[src/rtl/branch_resolve_ctrl_pkg.sv]
// branch_resolve_ctrl_pkg: shared queue entry struct, controller state enum and default queue depth/width constants
package branch_resolve_ctrl_pkg;
  localparam int BRQ_DEPTH = 4;
  localparam int BR_DATA_W = 32;
  typedef struct packed {
    logic [BR_DATA_W-1:0] pc;
    logic                 pred_taken;
    logic [BR_DATA_W-1:0] pred_target;
    logic                 cond;
  } br_entry_t;
  typedef enum logic {RUN, RECOVER} brc_state_e;
endpackage

[src/rtl/br_fifo.sv]
// br_fifo: DEPTH-entry in-order queue of br_entry_t; ports clk, rst, push/din, pop/dout, flush, full, empty
module br_fifo
  import branch_resolve_ctrl_pkg::*;
#(
  parameter int DEPTH = BRQ_DEPTH
) (
  input  logic      clk,
  input  logic      rst,
  input  logic      push,
  input  br_entry_t din,
  input  logic      pop,
  input  logic      flush,
  output br_entry_t dout,
  output logic      full,
  output logic      empty
);
  localparam int AW = $clog2(DEPTH);
  logic [AW:0] head, tail;
  br_entry_t mem [DEPTH];
  always_comb begin
    empty = head == tail;
    full = (head[AW] != tail[AW]) && (head[AW-1:0] == tail[AW-1:0]);
    dout = mem[head[AW-1:0]];
  end
  always_ff @(posedge clk) begin
    if (rst || flush) begin
      head <= '0;
      tail <= '0;
    end else begin
      if (push && !full) tail <= tail + 1'b1;
      if (pop && !empty) head <= head + 1'b1;
    end
  end
  always_ff @(posedge clk) begin
    if (push && !full) mem[tail[AW-1:0]] <= din;
  end
endmodule

[src/rtl/branch_resolve_ctrl.sv]
// branch_resolve_ctrl: in-order branch queue between IF/EX with table updates, mispredict redirect/flush; IF enq_*, EX res_*, upd_*, redirect_*, q_empty, err_underflow, optional stat_* under BRANCH_STATS_EN
module branch_resolve_ctrl
  import branch_resolve_ctrl_pkg::*;
#(
  parameter int DEPTH  = BRQ_DEPTH,
  parameter int DATA_W = BR_DATA_W,
  parameter int IDX_W  = 10
) (
  input  logic              clk,
  input  logic              rst,
  input  logic              enq_valid,
  output logic              enq_ready,
  input  logic [DATA_W-1:0] enq_pc,
  input  logic              enq_pred_taken,
  input  logic [DATA_W-1:0] enq_pred_target,
  input  logic              enq_cond,
  input  logic              res_valid,
  input  logic              res_taken,
  input  logic [DATA_W-1:0] res_target,
  output logic              upd_valid,
  output logic [IDX_W-1:0]  upd_idx,
  output logic              upd_taken,
  output logic              redirect_valid,
  output logic [DATA_W-1:0] redirect_pc,
  output logic              q_empty,
  output logic              err_underflow
`ifdef BRANCH_STATS_EN
  ,
  output logic [31:0]       stat_resolved,
  output logic [31:0]       stat_mispredict
`endif
);
  brc_state_e state_q, state_d;
  br_entry_t entry, head;
  logic full, empty, push, pop, mispredict;
  logic [DATA_W-1:0] correct_pc;
  br_fifo #(.DEPTH(DEPTH)) u_fifo (
    .clk(clk), .rst(rst), .push(push), .din(entry), .pop(pop),
    .flush(mispredict), .dout(head), .full(full), .empty(empty)
  );
  always_ff @(posedge clk) state_q <= rst ? RUN : state_d;
  always_comb state_d = (state_q == RUN && mispredict) ? RECOVER : RUN;
  always_comb begin
    enq_ready = !full && state_q == RUN;
    q_empty = empty;
    entry = '{pc: enq_pc, pred_taken: enq_pred_taken, pred_target: enq_pred_target, cond: enq_cond};
    pop = res_valid && !empty && state_q == RUN;
    mispredict = pop && (head.pred_taken != res_taken || (res_taken && head.pred_target != res_target));
    push = enq_valid && enq_ready && !mispredict;
    correct_pc = res_taken ? res_target : head.pc + DATA_W'(4);
  end
  always_ff @(posedge clk) begin
    if (rst) begin
      upd_valid <= 1'b0;
      upd_idx <= '0;
      upd_taken <= 1'b0;
      redirect_valid <= 1'b0;
      redirect_pc <= '0;
      err_underflow <= 1'b0;
    end else begin
      upd_valid <= pop && head.cond;
      redirect_valid <= mispredict;
      err_underflow <= err_underflow || (res_valid && !pop);
      if (pop) begin
        upd_idx <= head.pc[IDX_W+1:2];
        upd_taken <= res_taken;
      end
      if (mispredict) redirect_pc <= correct_pc;
    end
  end
`ifdef BRANCH_STATS_EN
  always_ff @(posedge clk) begin
    if (rst) begin
      stat_resolved <= '0;
      stat_mispredict <= '0;
    end else begin
      if (pop && stat_resolved != '1) stat_resolved <= stat_resolved + 1'b1;
      if (mispredict && stat_mispredict != '1) stat_mispredict <= stat_mispredict + 1'b1;
    end
  end
`endif
endmodule

[config.mk]
export PLATFORM = sky130hd
export DESIGN_NAME = branch_resolve_ctrl
export DESIGN_NICKNAME = d
export VERILOG_FILES = /design/src/rtl/branch_resolve_ctrl_pkg.sv /design/src/rtl/br_fifo.sv /design/src/rtl/branch_resolve_ctrl.sv
export SDC_FILE = /design/constraint.sdc
export NUM_CORES = 1
export LEC_CHECK = 0
export CAP_MARGIN = 20
export CELL_PAD_IN_SITES_DETAIL_PLACEMENT = 1
export CELL_PAD_IN_SITES_GLOBAL_PLACEMENT = 1
export CORE_UTILIZATION = 27
export CTS_CLUSTER_DIAMETER = 100
export DETAILED_ROUTE_END_ITERATION = 6
export PLACE_DENSITY = 0.58
export SYNTH_ARGS = -nofsm -noshare
export SYNTH_HDL_FRONTEND = slang
export SYNTH_SLANG_ARGS = --single-unit
[constraint.sdc]
create_clock -name clk -period 10.7 [get_ports clk]
set_input_delay 1.07 -clock clk [delete_from_list [all_inputs] [get_ports clk]]
set_output_delay 1.07 -clock clk [all_outputs]
set_load 0.05 [all_outputs]
---- Yosys cells after proc, flatten, opt, wreduce, memory -nomap -nowiden ----
Memories as Yosys holds them, arrays and structs flattened. A register that Yosys moved wholly into a read port is not among the register bits.
Cells that the tools add are included.
cells by class
  add/sub/neg operators ................... 3
  $mul .................................... 0
  divide/modulo/power cells ............... 0
  $lt $le $gt $ge ......................... 0
  equality and inequality tests ........... 5
  shifts and indexed selects .............. 0
  muxes and demuxes ....................... 6
  bitwise gates (word level) .............. 1
  reductions and logical operators ........ 20
operators with widths
  operator                                       count
  adder 32 x 3 -> 32 bit, second input constant  1
  two-way mux 32 bit                             1
  != test 32 bit                                 1
  logical AND 1 bit                              13
  adder 3 x 1 -> 3 bit, second input constant    2
  zero test 1 bit                                4
  two-way mux 2 bit                              2
  == test 3 bit                                  1
  logical OR 1 bit                               3
  two-way mux 1 bit                              3
  == test 2 bit                                  1
  != test 1 bit                                  2
  NOT 1 bit                                      1
word-level totals
  register bits ........................... 53
  bits in latches ......................... 0
  bits in writable memories ............... 264
  ROM bits ................................ 0
  output and inout port bits .............. 48
  word-level logic and storage cells ...... 45
  memories ................................ 1
memory list
  name        words  bits a word  rd ports  clocked after memory_dff  wr ports  line           RTL
  u_fifo.mem  4      66           1         1                         1         br_fifo.sv:19  br_entry_t mem [DEPTH];

---- Longest topological paths before layout ----
  word-level depth ........................ 10
  depth in mapped cells ................... 12

---- Hierarchy ----
Synthesis repeated with hierarchy kept, for this count alone.
unflattened totals
  cell total of the unflattened synthesis .. 808
  area, all modules ....................... 13123.8 µm²
modules (own cells, without submodules)
  module               instances  cells an instance  area each (µm²)  seq. area each (µm²)
  br_fifo              1          412                10063.4          8087.8
  branch_resolve_ctrl  1          396                3060.4           940.9

---- Worst setup path before layout ----
OpenSTA, ideal clock, no wires.
  kind .................................... input to register
  start ................................... in res_target[7]
  end ..................................... mem u_fifo.mem[0][0] (netlist bit) (enable)
  setup time .............................. 0.588 ns
  data arrival time ....................... 6.982 ns
  data required time ...................... 10.112 ns
  slack ................................... 3.130 ns
  stages .................................. 5
  path through ............................ a221oi_1 o2111ai_1 nor4_1 nand3_1 a211oi_1
on the way
  longest elaborated chain between the ends .. 9
ends and longest elaborated chain
  what                                     line                       RTL
  from (decl)                              branch_resolve_ctrl.sv:19  input logic [DATA_W-1:0] res_target,
  != test 32 bit                           branch_resolve_ctrl.sv:48  mispredict = pop && (head.pred_taken != res_taken || (res_taken && head.pred_target != res_target));
  logical AND 1 bit                        branch_resolve_ctrl.sv:48
  logical OR 1 bit                         branch_resolve_ctrl.sv:48
  logical AND 1 bit                        branch_resolve_ctrl.sv:48
  zero test 1 bit                          branch_resolve_ctrl.sv:49  push = enq_valid && enq_ready && !mispredict;
  logical AND 1 bit                        branch_resolve_ctrl.sv:49
  logical AND 1 bit                        br_fifo.sv:35              if (push && !full) mem[tail[AW-1:0]] <= din;
  two-way mux 1 bit                        br_fifo.sv:35
  two-way mux 1 bit (not written as such)  br_fifo.sv:35
  to (decl)                                br_fifo.sv:19
No other way between the ends.

==> flow_metrics.tcl <==
set metrics [dict create \
    synth_compound_area_share_pct 5.11 \
    critPathRequiredTime_ns 10.84 \
    postCtsSetupBuffers 0 \
    syn_inst 791 \
    mostFrequentLayoutCells "edfxtp_1, clkdlybuf4s50_1, mux2i_1, dfxtp_1" \
    first_global_vias 8044 \
    grt_usage_pct 15.1 \
    vias 7544 \
    synth.yosys.warnings 0 \
    setup.worst_path.start_class "register" \
    route.detailed.drc 0 \
    synth-xor-area-share_pct 3.72 \
    drv_cap 0 \
    setup-violations-final 0 \
    die_area_um2 49700 \
    ff2ff_setup_slack_ns 4.80 \
    final_antenna_net_count 0 \
    clkSlewWorstSetupHoldPaths_ns 0.06 \
    syn-num-nets 900 \
    wl_per_cell_um 23.6 \
    grt_first_pass_wirelength_um 54900 \
    first_pass_iters 4 \
    power_density_nw_per_um2 251 \
    rsz0062_at_grt "false" \
    synth-edff-count 264 \
    worst_slew_margin_rel_pct 29.8 \
    dp_hpwl_um 26100 \
    crit_type "reg -> reg" \
    design.core.area_um2 47900 \
    area_growth_pct 25.2 \
    synthMuxAreaShare_pct 13.9 \
    synth_top_family_by_area "multiplexers" \
    cts_hold_buf 0 \
    fin_cells 1598 \
    final.setup_skew_ns 0.0165 \
    vdd_ir_drop_max_mv 0.104 \
    layout-drive-gt1-share_pct 13.7 \
    fin_setup_tns_ns 0 \
    fin_crit_ns 5.90 \
    clock_latency_ns 0.53 \
    synthFlopType "edfxtp_1" \
    first_iter_violations 403 \
    vias_per_cell 4.72 \
    cts_root_buffer "clkbuf_16" \
    rows 80 \
    synth_top_area_share_pct 60.2 \
    worstPathMaxFanout 59 \
    overflow 0 \
    gp_congestion 0.754 \
    endpoint_kind "register" \
    arrival_ns 6.04 \
    drv_slew 0 \
    ys_top_cells_by_area "edfxtp_1, dfxtp_1, mux4_2" \
    htreeDepth 2 \
    dp.cells 1530 \
    clockBufferDepth 3 \
    synthAdderAreaFrac_pct 0.570 \
    drt-total-wl_um 37700 \
    io_pins 151 \
    nets 1063 \
    die_y_um 223 \
    yosys.area.top_type "edfxtp_1" \
    synth_area_um2 13200 \
    ys_seq_area_share_pct 68.6 \
    max_freq_ghz 0.170 \
    cts.sinks 319 \
    status "completed" \
    post-route-period-util_pct 55.1 \
    grt_max_degree 60 \
    ys_async_sr_fraction_pct 0 \
    antenna_found_initial 2 \
    nFillCells 4894 \
    hold_class "reg -> reg" \
    finalPower_mw 4.13 \
    hold_viol 0 \
    die_x_um 223 \
    synthSimpleGateAreaFrac_pct 4.88 \
    avgSynthCellArea_um2 16.6 \
    hold_ws_ns 0.454 \
    cts_made_buffers 36 \
    final_common_cell "edfxtp_1" \
    p_leak_nw 5.16 \
    worstMarginPinSlew_ns 1.05 \
    synth-seq-cells 319 \
    cts_tree "yes" \
    portBuffers 150 \
    ys_types 54 \
    cts_resized 0 \
    start_util_pct 27.5 \
]
-- worst paths after layout --
| path | cells past startpoint | from | endpoint |
|---|---|---|---|
| worst max-delay path | 9 | register | u_fifo.mem[1][4]$_DFFE_PP_ |
| worst min-delay path | 2 | redirect_pc[5]$_SDFFE_PP0P_ | redirect_pc[5]$_SDFFE_PP0P_ |
| worst max register to register | 9 | register | u_fifo.mem[1][4]$_DFFE_PP_ |
| worst min register to register | 2 | redirect_pc[5]$_SDFFE_PP0P_ | redirect_pc[5]$_SDFFE_PP0P_ |
-- cells in the mapped netlist (3+ instances only) --
master	count
edfxtp_1	264
mux2i_1	60
dfxtp_1	55
mux4_2	46
nor2_1	46
inv_1	43
xnor2_1	41
o32ai_1	25
nand2_1	23
a21oi_1	18
xor2_1	15
buf_4	13
clkbuf_1	11
nand3_1	11
o22ai_1	10
nand4_1	9
nor3_1	9
a211oi_1	7
a22oi_1	6
buf_6	6
ha_1	6
o2111ai_1	6
mux2_2	5
mux4_1	5
nor2b_1	5
and2_1	4
buf_2	4
nor4_1	4
o21ai_0	3
-- metrics by stage --
step | utilization [%] | worst slack (ns) | instance area, um2
after floorplan | - | 3.13 | 13200
after global routing | 34.4 | 4.45 | 16500
after global placement | 32.0 | 4.74 | 15300
final | 34.4 | 4.80 | 16500
after detailed placement | 32.0 | 4.69 | 15300
after CTS | 34.3 | 4.66 | 16500
-- critical path: stages, from the launching register on --
cell and delay, ns:
dfxtp_4 0.61, buf_4 0.82, mux4_2 0.42, nor2b_1 0.16
a311oi_1 0.32, o2111ai_1 0.24, nor4_2 0.56, nand3_1 0.45
a211oi_4 1.01, buf_4 0.77
-- kinds of logic (layout without fill, tap and decap cells) --
family                     count (synthesis)  in the layout
other                                      0              1
xor gates and xnor gates                  56             56
adders and majority gates                  6              6
muxes                                    116            116
and+or+nand+nor                          124            124
AOI/OAI and AO/OA                         89             89
DFF                                      319            319
buffers and inverters                     81            272
-- report_power, final --
group | switching (mW) | leakage [nW] | internal [mW]
Combinational | 0.785 | 1.73 | 0.495
Sequential | 0.0966 | 2.86 | 1.57
Clock | 0.489 | 0.560 | 0.704
-- final cells by class --
| class | count | area, um2 | area share, % |
|---|---|---|---|
| clock buffer | 54 | 1050 | 6.37 |
| multi-input combinational | 391 | 3770 | 22.9 |
| clock inverter | 12 | 91.3 | 0.554 |
| antenna | 1 | 2.50 | 0.0152 |
| sequential | 319 | 9040 | 54.8 |
| tap | 615 | 769 | 4.67 |
| timing repair buffer | 162 | 1590 | 9.67 |
| inverter | 44 | 165 | 1.00 |
-- layer usage --
metal	global-route usage (%)	vias up	routed length, um
met1	20.0	3871	16300
met5	0	-	17
met4	4.18	2	820
met3	2.94	52	2260
li1	-	3411	-
met2	25.3	208	18300
-- registers in the layout, summed over array words and instances (netlist names), named ones only --
| signal | cells |
|---|---|
| u_fifo.mem | 264 |
| redirect_pc | 32 |
| upd_idx | 10 |
| u_fifo.head | 3 |
| u_fifo.tail | 3 |
| err_underflow | 1 |
| redirect_valid | 1 |
| state_q | 1 |
| upd_taken | 1 |
| upd_valid | 1 |
Power figures use the tool's default switching activity.
